`src/rtl/timer_set_pkg.sv`:
```
// Shared constants and BCD helpers for the timer-set datapath.
package timer_set_pkg;

  localparam int DEFAULT_TW      = 10;
  localparam int DEFAULT_MAX_MIN = 15;
  localparam int DEFAULT_MAX_SEC = 59;

  // Display select codes
  localparam logic [1:0] DISP_ENTRY = 2'b00;
  localparam logic [1:0] DISP_A     = 2'b01;
  localparam logic [1:0] DISP_B     = 2'b10;
  localparam logic [1:0] DISP_T     = 2'b11;

  // Keypad entry limits
  localparam logic [3:0] KEY_MAX_DIGIT = 4'd9;
  localparam logic [1:0] ENTRY_DIGITS  = 2'd2;

  // Two packed BCD digits to binary (0..99)
  function automatic logic [6:0] bcd2_to_bin(input logic [7:0] bcd);
    return ({3'b000, bcd[7:4]} * 7'd10) + {3'b000, bcd[3:0]};
  endfunction

  // Binary to two packed BCD digits; meaningful only for values up to 99
  function automatic logic [7:0] bin_to_bcd2(input logic [6:0] v);
    return {4'(v / 7'd10), 4'(v % 7'd10)};
  endfunction

endpackage

```
`src/rtl/timer_key_entry.sv`:
```
// Two-digit keypad entry register with digit counter, ack pulse and t decode.
module timer_key_entry
  import timer_set_pkg::*;
(
  input  logic       clk,
  input  logic       rst_n,
  input  logic       key_valid,
  input  logic [3:0] key_code,
  input  logic       Kc,
  input  logic       Er,
  output logic [7:0] entry,
  output logic       key_ack,
  output logic       t
);

  logic [7:0] entry_reg;
  logic [1:0] kcnt_reg;
  logic       entry_en_reg;
  logic       key_ack_reg;
  logic       accept;

  // A same-cycle clear (Kc or Er) wins over a key, which is then lost
  assign accept = key_valid && (key_code <= KEY_MAX_DIGIT) && entry_en_reg && !Kc && !Er;

  // Entry shift register, digit count and enable; entry opens only after a clear
  always_ff @(posedge clk) begin
    if (!rst_n) begin
      entry_reg    <= 8'h00;
      kcnt_reg     <= 2'd0;
      entry_en_reg <= 1'b0;
      key_ack_reg  <= 1'b0;
    end else begin
      key_ack_reg <= accept;
      if (Kc || Er) begin
        entry_reg    <= 8'h00;
        kcnt_reg     <= 2'd0;
        entry_en_reg <= 1'b1;
      end else if (accept) begin
        entry_reg <= {entry_reg[3:0], key_code};
        kcnt_reg  <= kcnt_reg + 2'd1;
        // Second digit closes the entry so kcnt saturates at 2
        if (kcnt_reg == ENTRY_DIGITS - 2'd1) begin
          entry_en_reg <= 1'b0;
        end
      end
    end
  end

  assign entry   = entry_reg;
  assign key_ack = key_ack_reg;
  assign t       = (kcnt_reg == ENTRY_DIGITS);

endmodule

```
`src/rtl/timer_set_datapath.sv`:
```
// Timer-set datapath: minutes/seconds registers, total-seconds result and display mux.
module timer_set_datapath
  import timer_set_pkg::*;
#(
  parameter int TW      = DEFAULT_TW,
  parameter int MAX_MIN = DEFAULT_MAX_MIN,
  parameter int MAX_SEC = DEFAULT_MAX_SEC
) (
  input  logic          clk,
  input  logic          rst_n,
  input  logic          key_valid,
  input  logic [3:0]    key_code,
  output logic          key_ack,
  input  logic [1:0]    s,
  input  logic          Kc,
  input  logic          La,
  input  logic          Lb,
  input  logic          Ea,
  input  logic          Lr,
  input  logic          Er,
  output logic          t,
  output logic          k7,
  output logic [TW-1:0] T,
  output logic [7:0]    disp
);

  localparam logic [6:0] MAX_MIN_L = 7'(MAX_MIN);
  localparam logic [6:0] MAX_SEC_L = 7'(MAX_SEC);

  logic [7:0]    entry;
  logic [6:0]    entry_bin;
  logic [6:0]    a_reg;
  logic [6:0]    b_reg;
  logic [TW-1:0] r_reg;
  logic [TW-1:0] t_total_reg;
  logic          k7_reg;
  logic [12:0]   sum_full;
  logic          valid;
  logic [6:0]    t_mod;
  logic          unused_r;

  timer_key_entry u_key_entry (
    .clk       (clk),
    .rst_n     (rst_n),
    .key_valid (key_valid),
    .key_code  (key_code),
    .Kc        (Kc),
    .Er        (Er),
    .entry     (entry),
    .key_ack   (key_ack),
    .t         (t)
  );

  assign entry_bin = bcd2_to_bin(entry);

  // A*60 + B without a multiplier: 64A - 4A + B
  assign sum_full = ({6'b0, a_reg} << 6) - ({6'b0, a_reg} << 2) + {6'b0, b_reg};
  assign valid    = (a_reg <= MAX_MIN_L) && (b_reg <= MAX_SEC_L);

  // Operand, result and commit registers; Lr recomputes from A/B so Ea+Lr is consistent
  always_ff @(posedge clk) begin
    if (!rst_n) begin
      a_reg       <= 7'd0;
      b_reg       <= 7'd0;
      r_reg       <= '0;
      t_total_reg <= '0;
      k7_reg      <= 1'b0;
    end else begin
      if (La) a_reg <= entry_bin;
      if (Lb) b_reg <= entry_bin;
      if (Ea) r_reg <= TW'(sum_full);
      if (Lr) begin
        k7_reg <= valid;
        if (valid) t_total_reg <= TW'(sum_full);
      end else if (Kc) begin
        k7_reg <= 1'b0;
      end
    end
  end

  // R mirrors the controller's evaluate step and has no port of its own
  assign unused_r = ^r_reg;

  assign t_mod = 7'(t_total_reg % TW'(100));

  // Display source select
  always_comb begin
    disp = entry;
    case (s)
      DISP_ENTRY: disp = entry;
      DISP_A:     disp = bin_to_bcd2(a_reg);
      DISP_B:     disp = bin_to_bcd2(b_reg);
      DISP_T:     disp = bin_to_bcd2(t_mod);
      default:    disp = entry;
    endcase
  end

  assign k7 = k7_reg;
  assign T  = t_total_reg;

endmodule

```
`config.mk`:
```
export PLATFORM = sky130hd
export DESIGN_NAME = timer_set_datapath
export DESIGN_NICKNAME = d
export VERILOG_FILES = /design/src/rtl/timer_set_pkg.sv /design/src/rtl/timer_key_entry.sv /design/src/rtl/timer_set_datapath.sv
export SDC_FILE = /design/constraint.sdc
export NUM_CORES = 1
export LEC_CHECK = 0
export ABC_AREA = 1
export BUFFER_PORTS_ARGS = -buffer_cell sky130_fd_sc_hd__buf_2
export CORE_MARGIN = 8
export CORE_UTILIZATION = 33
export DETAILED_ROUTE_END_ITERATION = 16
export PLACE_DENSITY = 0.54
export SLEW_MARGIN = 20
export SYNTH_ARGS = -nofsm -noshare
export SYNTH_HDL_FRONTEND = slang
export SYNTH_SLANG_ARGS = --single-unit
```
`constraint.sdc`:
```
create_clock -name clk -period 4 [get_ports clk]
set_input_delay 0 -clock clk [delete_from_list [all_inputs] [get_ports clk]]
set_output_delay 0 -clock clk [all_outputs]
set_load 0.05 [all_outputs]
```
==> results of run 1 <==
## through the flow
stage / utilization, % / setup TNS (ns) / setup slack [ns] / hold WS (ns)
final: 43.4 / 0 / 0.100 / 0.000403
after global routing: 43.4 / -0.677 / -0.214 / 0.0217
after CTS: 41.0 / 0 / 0.000732 / 0.00467
after detailed placement: 36.8 / 0 / 0.0480 / 0.254
after global placement: 36.8 / 0 / 0.138 / 0.240
after floorplan: - / -0.00907 / -0.00907 / 0.0894
## area by class of cell
class                           count  area [um2]  area share [%]
Timing Repair Buffer               58         400            10.1
Clock buffer                        5        68.8            1.74
Tap cell                          111         139            3.52
Multi-Input combinational cell    325        2210            55.9
Sequential cell                    37         754            19.1
Clock inverter                      3        65.1            1.65
Inverter                           83         314            7.95
## worst max-delay path, delay by kind of cell (launching register included)
| kind | cells | cell delay (ns) |
|---|---|---|
| compound gates | 4 | 0.60 |
| fa+ha+maj | 1 | 0.16 |
| buf+inv | 5 | 0.46 |
| simple gates | 25 | 2.08 |
| flops | 1 | 0.34 |
## path summary, 6_finish.rpt
check,from,endpoint,slack [ns]
hold reg to reg,k7$_SDFFE_PN0P_,k7$_SDFFE_PN0P_,0.47
setup reg to reg,a_reg[0]$_SDFFE_PN0P_,T[8]$_SDFFE_PN0P_,1.61
hold / removal,Lr,k7$_SDFFE_PN0P_,0.0004
setup / recovery,T[7]$_SDFFE_PN0P_,disp[1],0.10
## cell families (layout without fill, tap and decap cells)
group | Yosys count | count (layout)
AND/OR/NAND/NOR | 178 | 178
AO/OA/AOI/OAI | 107 | 107
buffers and inverters | 91 | 149
flip-flops | 37 | 37
adder cells (fa/ha/maj) | 26 | 26
XOR/XNOR | 14 | 14
## report_power, final
part	internal, mW	switching [mW]
Clock	0.248	0.140
Sequential	0.390	0.0225
Combinational	0.339	0.612
## cells in the final DEF, fill, tap and decap left out, types with 3 or more instances in the layout
cell type,Yosys,final
xnor2_1,4,4
clkbuf_8,0,5
buf_2,1,30
o22ai_1,4,4
inv_2,10,15
fa_1,3,3
buf_4,1,15
a21oi_1,37,35
inv_1,73,67
nor2_1,32,31
nand3_2,7,10
ha_1,23,22
nand2_1,76,60
nand4_4,1,3
nand3_1,25,20
buf_6,1,6
o21ai_0,45,44
nand4_1,7,7
dfxtp_4,0,3
o21ai_2,1,3
nand2_2,20,22
o211ai_1,4,4
nand3_4,1,3
dfxtp_1,37,32
dlygate4sd3_1,0,7
o21ai_1,6,5
xor2_1,10,10
nand2_4,4,18
## routing by layer
| layer | GRT usage (%) | routed length, um | vias up |
|---|---|---|---|
| met1 | 15.3 | 3690 | 1393 |
| met2 | 21.9 | 3850 | 40 |
| met3 | 2.47 | 231 | 5 |
| met5 | 0 | 0 | - |
| met4 | 2.97 | 60 | 0 |
| li1 | - | - | 1583 |
## repair_timing
item,4_1_cts,5_1_grt
pin swaps,18,31
hold buffers,7,0
cloned,0,0
setup buffers,9,6
endpoints found under the hold margin,9,0
gates resized for setup,35,43
setup endpoints to repair,4,4
==> flow_summary_export.csv, run 1 <==
group,metric,value,unit
status,status,"finished clean",
power_and_ir_drop,p_leak,1.96,nW
routing,remaining_drc_errors,0,
routing,routed_wl,7830,um
timing,finalSetupViolations,0,
min_path,hold_depth,4,
routing,dr.first_iter.drc_count,135,
yosys,synth_common_cells,"76 x nand2_1, 73 x inv_1, 45 x o21ai_0",
place,placed_cell_area,3350,um2
global_route,grt_pass1_wl,13300,um
yosys,netlist_area,3070,um2
power_and_ir_drop,report.power.total,1.75,mW
yosys,synth_top_cell_by_area,"dfxtp_1",
global_route,grt_pass1_vias,2906,
yosys,yosysMostFrequentCell,"nand2_1",
finish,diodes,0,
clock_tree,clockBufferDepth,2,
critical_path,critPathKind,"reg -> out",
yosys,synthXorXnorAreaFrac,4.00,%
yosys,synth_top_family_by_area,"simple AND/OR/NAND/NOR gates",
critical_path,cp_max_fo,4,
routing,wl_per_cell,12.6,um
clock_tree,cts.clk_slew.worst_paths,0.07,ns
floorplanning,fp.dieW,112,um
yosys,syn_inst,453,
routing,vias,3021,
timing,finalCritPeriodShare,97.5,%
yosys,seq_area_frac_synth,24.2,%
place,io_buffers,34,
finish,fin_cells,622,
place,dp.cells,592,
job,cap_violations,0,
global_route,grt-ovfl-total,0,
yosys,avgSynthCellArea,6.77,um2
yosys,async_flop_share,0,%
yosys,synthTopCellsByArea,"dfxtp_1 24%, ha_1 9.4%, nand2_1 9.3%, inv_1 8.9%, o21ai_0 7.3%",
clock_tree,cts_tree,"built",
timing,hold_violations,0,
yosys,ys_types,37,
critical_path,crit_top_cell,"nand2_4",
finish,fin_area,3950,um2
critical_path,slowest_delay,0.34,ns
finish,nNetsFinal,551,
timing,finalCriticalPeriod,3.90,ns
yosys,synthSimpleGateAreaFrac,29.3,%
finish,n_fill_cell,961,
clock_tree,cts_sinks,37,
critical_path,critPathCaptureType,"primary output",
timing,slew_headroom,63.3,%
critical_path,reg2regPathDepth,15,
place,hpwlAfterDp,5950,um
yosys,synthAdderAreaFrac,11.3,%
yosys,synth_ff_type,"dfxtp_1",
power_and_ir_drop,ir_worst_vdd,0.190,mV
timing,worst_pin_slew,0.548,ns
yosys,synth_edf_count,0,
finish,drive_above_1_share,29.5,%
critical_path,cpMaxStageDelayCell,"dfxtp_2",
yosys,synth-seq-cells,37,
floorplanning,core_region_area,9110,um2
timing,max_freq,256,MHz
critical_path,cp_data_required_time,4.00,ns
global_route,grt_max_degree,16,
critical_path,arrival,3.90,ns
critical_path,startpoint_type,"flip-flop",
yosys,synthMuxAreaShare,0,%
clock_tree,cts_root_buffer,"clkbuf_8",
finish,syn_to_final_growth,28.8,%
place,place_congestion,0.810,
floorplanning,die_h,112,um
routing,dr.pass1.iters,6,
min_path,hp-class,"in -> reg",
power_and_ir_drop,p_per_area,443,nW/um2
timing,grt_setup_unrepaired,"yes",
timing,drv_slew,0,
routing,ant_nets,0,
floorplanning,initial_core_util,33.7,%
clock_tree,clk_latency,0.29,ns
clock_tree,htree_levels,2,
yosys,synth_compound_area_share,19.6,%
timing,worst_clock_skew,0.00751,ns
yosys,syn_nets,494,
clock_tree,numCtsBuffers,5,
floorplanning,rows,35,
routing,via_per_inst,4.86,
finish,largest_reg_flops,10,
global_route,antenna_found_initial,0,
yosys,ys_warn_count,0,
yosys,yosysTopAreaCellShare,24.2,%
global_route,grtUsageTotal,12.5,%
floorplanning,dieArea,12600,um2
floorplanning,io_pins,36,
Power figures use the tool's default switching activity.
==> run 2, diff against run 1 <==
CORE_MARGIN = 2   (was 8)
CTS_CLUSTER_SIZE = 12   (was default)
==> run 2 against run 1 <==
  * Flip-flop and latch count stayed put
  * Critical path type unchanged
  * Sequential power barely moved
  * Worst setup slack worse by 0.055 ns
==> flow_summary_export.csv, run 2 (same netlist as run 1, synthesis figures left out) <==
group,metric,value,unit
critical_path,reg2regPathDepth,15,
clock_tree,cts_tree,"built",
min_path,hold_start,"key_code[0]",
timing,worst_pin_slew,0.536,ns
routing,dr.pass1.iters,4,
timing,grt_setup_unrepaired,"yes",
finish,nNetsFinal,560,
finish,n_fill_cell,950,
clock_tree,clockBufferDepth,2,
critical_path,critPathKind,"reg -> out",
routing,remaining_drc_errors,0,
place,io_buffers,34,
power_and_ir_drop,p_per_area,430,nW/um2
clock_tree,clk_latency,0.30,ns
clock_tree,htree_levels,2,
critical_path,r2r-end,"T[8]$_SDFFE_PN0P_",
critical_path,cpMaxStageDelayCell,"dfxtp_4",
critical_path,slowest_delay,0.41,ns
power_and_ir_drop,p_leak,2.01,nW
floorplanning,rows,35,
global_route,grt_pass1_wl,12700,um
finish,layout_commonest_cell,"inv_1",
global_route,antenna_found_initial,0,
routing,vias,3036,
finish,drive_above_1_share,32.3,%
min_path,hp-class,"in -> reg",
floorplanning,io_pins,36,
floorplanning,fp.dieW,100,um
job,cap_violations,0,
global_route,grt_max_degree,16,
finish,largest_reg_flops,10,
min_path,whs_endpoint,"u_key_entry.entry[0]$_SDFFE_PP0P_",
finish,multi_input_area,2270,um2
place,dp.cells,592,
critical_path,critPathCaptureType,"primary output",
clock_tree,cts_sinks,37,
floorplanning,dieArea,10100,um2
routing,via_per_inst,4.81,
clock_tree,numCtsBuffers,5,
timing,worst_clock_skew,0.00738,ns
timing,setup_slack,0.0457,ns
timing,drv_slew,0,
place,place_congestion,0.800,
global_route,grt_pass1_vias,2857,
floorplanning,die_h,100,um
finish,layout.area.seq,759,um2
place,place_ws,0.0595,ns
clock_tree,cts.clk_slew.worst_paths,0.08,ns
clock_tree,cts_root_buffer,"clkbuf_8",
routing,wl_per_cell,12.8,um
critical_path,cp_max_fo,6,
timing,hold_violations,0,
critical_path,crit_top_cell,"nand2_4",
routing,ant_nets,0,
timing,tns,0,ns
floorplanning,initial_core_util,33.7,%
finish,layout_common_cells,"65 x inv_1, 55 x nand2_1, 44 x o21ai_0, 36 x a21oi_1, 32 x dfxtp_1",
critical_path,reg2reg_from,"a_reg[0]$_SDFFE_PN0P_",
timing,max_freq,253,MHz
place,hpwlAfterDp,5810,um
critical_path,arrival,3.95,ns
critical_path,startpoint_type,"flip-flop",
status,status,"finished clean",
routing,routed_wl,8060,um
global_route,grtUsageTotal,15.3,%
timing,finalSetupViolations,0,
finish,post-route-util,44.8,%
power_and_ir_drop,report.power.total,1.75,mW
power_and_ir_drop,ir_worst_vdd,0.175,mV
critical_path,regToRegSetupSlack,1.61,ns
min_path,hold_depth,3,
floorplanning,core_region_area,9110,um2
finish,diodes,0,
routing,dr.first_iter.drc_count,105,
timing,finalCritPeriodShare,98.9,%
global_route,grt-ovfl-total,0,
finish,fin_cells,631,
timing,finalCriticalPeriod,3.95,ns
timing,slew_headroom,64.2,%
finish,syn_to_final_growth,33.2,%
critical_path,cp_data_required_time,4.00,ns
-- run 2: cell count changes in the layout (fill, tap and decap cells not counted), sizes merged --
cell      previous run  this run
buf                 51        60
bufinv               2         1
clkinvlp             0         1
-- run 2: timing repair --
item / 4_1_cts / 5_1_grt
endpoints found under the hold margin: 9 / 0
hold buffers: 7 / 0
buffers inserted: 5 / 19
endpoints found under the setup margin: 4 / 4
pin swaps: 16 / 38
gates resized for setup: 36 / 65
-- run 2: final cells by class --
| cell class | instances | share of cell area [%] |
|---|---|---|
| multi-input combinational | 325 | 55.6 |
| clock buffer | 5 | 1.69 |
| tap | 111 | 3.40 |
| clock inverter | 3 | 1.13 |
| inverter | 83 | 7.94 |
| timing repair buffer | 67 | 11.6 |
| sequential | 37 | 18.6 |
-- run 2: worst max path at each step --
stage | endpoint | start
detailed placement | disp[1] | T[9]$_SDFFE_PN0P_
global placement | disp[1] | T[9]$_SDFFE_PN0P_
floorplan | disp[1] | T[8]$_SDFFE_PN0P_
finish | disp[1] | T[6]$_SDFFE_PN0P_
CTS | disp[1] | T[9]$_SDFFE_PN0P_
global route | disp[1] | T[5]$_SDFFE_PN0P_
-- run 2: report_power, final --
part | total, mW | internal [mW] | leakage, nW | switching, mW
logic | 1.01 | 0.369 | 1.65 | 0.637
clock network | 0.335 | 0.187 | 0.0543 | 0.149
registers | 0.413 | 0.390 | 0.306 | 0.0238
-- run 2: routing by layer --
metal  vias up  part of all wire [%]  wire length, um  global-route usage (%)
li1       1614                     -                -                       -
met1      1378                    46             3730                    19.5
met2        39                    51             4070                    27.3
met3         5                   2.6              212                    2.72
met4         0                  0.51               41                    2.53
met5         -                     0                0                       0
-- run 2: through the flow --
stage / instance area [um2] / hold WS (ns)
floorplan: 3070 / 0.0894
global placement: 3350 / 0.240
detailed placement: 3350 / 0.254
CTS: 3700 / 0.000614
global route: 4080 / 0.0100
finish: 4080 / 0.00135
-- run 2: critical path, delay by kind of cell, from the launching register on --
family	cells	cell delay [ns]
AND/OR/NAND/NOR	24	2.03
AO/OA/AOI/OAI	4	0.65
buffers and inverters	4	0.42
flip-flops	1	0.41
adder cells (fa/ha/maj)	1	0.16
==> run 3, diff against run 2 <==
ABC_CLOCK_PERIOD_IN_PS = 4000   (was default)
CORE_ASPECT_RATIO = 0.7   (was default)
==> run 3 against run 2 <==
  * Flip-flop and latch count stayed put
  * Sequential power hardly changed
  * Global-route usage is 0.31 points lower
  * Via count is 1.1% lower
  * Die area is 0.12% higher
  * Final cell count is 0.16% higher
  * Fmax is 0.51% lower
  * Hold slack better by 0.011 ns
  * Count of clock-buffer cells in the layout is 1 higher
  * Clock power is 19% higher
  * Critical endpoint unchanged
==> flow_summary_export.csv, run 3 (same netlist as run 1, synthesis figures left out) <==
group,metric,value,unit
status,status,"finished clean",
routing,routed_wl,7770,um
global_route,antenna_found_initial,0,
floorplanning,fp.dieW,119,um
routing,highest_layer,"met4",
finish,layout_commonest_cell,"inv_1",
critical_path,reg2reg_from,"a_reg[0]$_SDFFE_PN0P_",
global_route,grt_pass1_vias,2661,
timing,finalCritPeriodShare,99.4,%
routing,met1_length,4140,um
clock_tree,cts_sinks,37,
critical_path,critPathKind,"reg -> out",
min_path,hp-class,"in -> reg",
place,place_congestion,0.779,
finish,post-route-util,43.5,%
timing,finalSetupViolations,0,
timing,max_freq,252,MHz
finish,n_fill_cell,895,
clock_tree,cts_root_buffer,"clkbuf_16",
global_route,grt_pass1_wl,12500,um
routing,via_per_inst,4.75,
place,io_buffers,34,
timing,slew_headroom,59.9,%
critical_path,arrival,3.97,ns
timing,hold_violations,0,
power_and_ir_drop,ir_worst_vdd,0.261,mV
place,hpwlAfterDp,5860,um
critical_path,regToRegSetupSlack,1.63,ns
timing,worst_pin_slew,0.599,ns
floorplanning,initial_core_util,33.9,%
critical_path,reg2regPathDepth,15,
critical_path,crit_top_cell,"nand2_2",
routing,dr.pass1.iters,4,
power_and_ir_drop,p_per_area,445,nW/um2
clock_tree,cts_tree,"built",
finish,syn_to_final_growth,28.2,%
floorplanning,dieArea,10100,um2
finish,drive_above_1_share,29.7,%
power_and_ir_drop,report.power.total,1.75,mW
timing,hold_slack,0.0119,ns
floorplanning,rows,29,
global_route,grt_max_degree,16,
floorplanning,die_h,84.7,um
routing,met2_length,3320,um
critical_path,cpMaxStageDelayCell,"dfxtp_4",
min_path,whs_endpoint,"u_key_entry.entry_en_reg$_SDFFE_PN0P_",
critical_path,r2r-end,"T[8]$_SDFFE_PN0P_",
routing,remaining_drc_errors,0,
clock_tree,htree_levels,2,
finish,nNetsFinal,548,
critical_path,startpoint_type,"flip-flop",
finish,layout_common_cells,"67 x inv_1, 57 x nand2_1, 45 x o21ai_0, 35 x a21oi_1, 33 x dfxtp_1",
finish,fin_cells,632,
global_route,grtUsageTotal,15.0,%
critical_path,cp_max_fo,7,
critical_path,cp_data_required_time,4.00,ns
power_and_ir_drop,p_leak,1.95,nW
job,cap_violations,0,
timing,finalCriticalPeriod,3.97,ns
critical_path,critPathCaptureType,"primary output",
timing,grt_setup_unrepaired,"yes",
place,dp.cells,603,
floorplanning,core_region_area,9030,um2
finish,diodes,0,
timing,tns,0,ns
timing,worst_clock_skew,0.00698,ns
routing,ant_nets,0,
global_route,grt-ovfl-total,0,
min_path,hold_depth,3,
min_path,hold_start,"Er",
finish,largest_reg_flops,10,
clock_tree,numCtsBuffers,5,
clock_tree,clockBufferDepth,2,
clock_tree,clk_latency,0.27,ns
timing,drv_slew,0,
routing,vias,3003,
routing,wl_per_cell,12.3,um
clock_tree,cts.clk_slew.worst_paths,0.06,ns
routing,dr.first_iter.drc_count,199,
routing,wl_met3,263,um
critical_path,slowest_delay,0.39,ns
floorplanning,io_pins,36,
[run 3: cell count changes in the layout (fill, tap and decap cells not counted), sizes merged]
cell	change
clkbuf	+1
buf	-9
clkinv	+1
bufinv	-1
clkinvlp	-1
dlygate4sd3	-3
[run 3: how the worst max path moves through the flow]
stage                                 start  endpoint  cells after the start
final                     T[8]$_SDFFE_PN0P_   disp[1]                     32
after global routing      T[8]$_SDFFE_PN0P_   disp[2]                     35
after detailed placement  T[8]$_SDFFE_PN0P_   disp[1]                     34
after floorplan           T[8]$_SDFFE_PN0P_   disp[1]                     38
after CTS                 T[9]$_SDFFE_PN0P_   disp[1]                     36
after global placement    T[8]$_SDFFE_PN0P_   disp[1]                     38
[run 3: power by group]
| group | total [mW] | leakage [nW] | internal [mW] | switching [mW] |
|---|---|---|---|---|
| Combinational | 0.937 | 1.56 | 0.332 | 0.605 |
| Sequential | 0.415 | 0.306 | 0.390 | 0.0252 |
| Clock | 0.399 | 0.0768 | 0.248 | 0.152 |
[run 3: per-layer routing]
layer,vias up,global-route usage [%]
met5,-,0
met4,0,2.27
met3,4,1.77
met2,37,23.1
met1,1375,22.6
li1,1587,-
[run 3: cell type report]
type	instances	area, um2	share of cell area (%)
clock inverter	2	13.8	0.350
multi-input combinational	325	2190	55.6
timing repair buffer	55	367	9.32
clock buffer	6	139	3.53
inverter	83	314	7.99
tap	124	155	3.95
sequential	37	756	19.2
[run 3: per-stage QoR]
stage	setup WS [ns]	area (um2)
6_report	0.0252	3930
5_1_grt	-0.308	3930
4_1_cts	0.00864	3610
3_5_place_dp	0.00629	3350
3_3_place_gp	0.105	3350
2_1_floorplan	-0.00907	3070
[run 3: critical path, delay by kind of cell (launching register included)]
kind,cells,cell delay (ns)
flops,1,0.39
simple gates,21,2.00
fa+ha+maj,1,0.16
compound gates,4,0.70
buf+inv,6,0.44
[run 3: repair_timing]
| action | CTS | global route |
|---|---|---|
| hold buffers | 4 | 0 |
| setup endpoints to repair | 4 | 4 |
| buffers inserted | 3 | 14 |
| gates resized for setup | 16 | 58 |
| endpoints found under the hold margin | 5 | 0 |
| pin swaps | 2 | 31 |
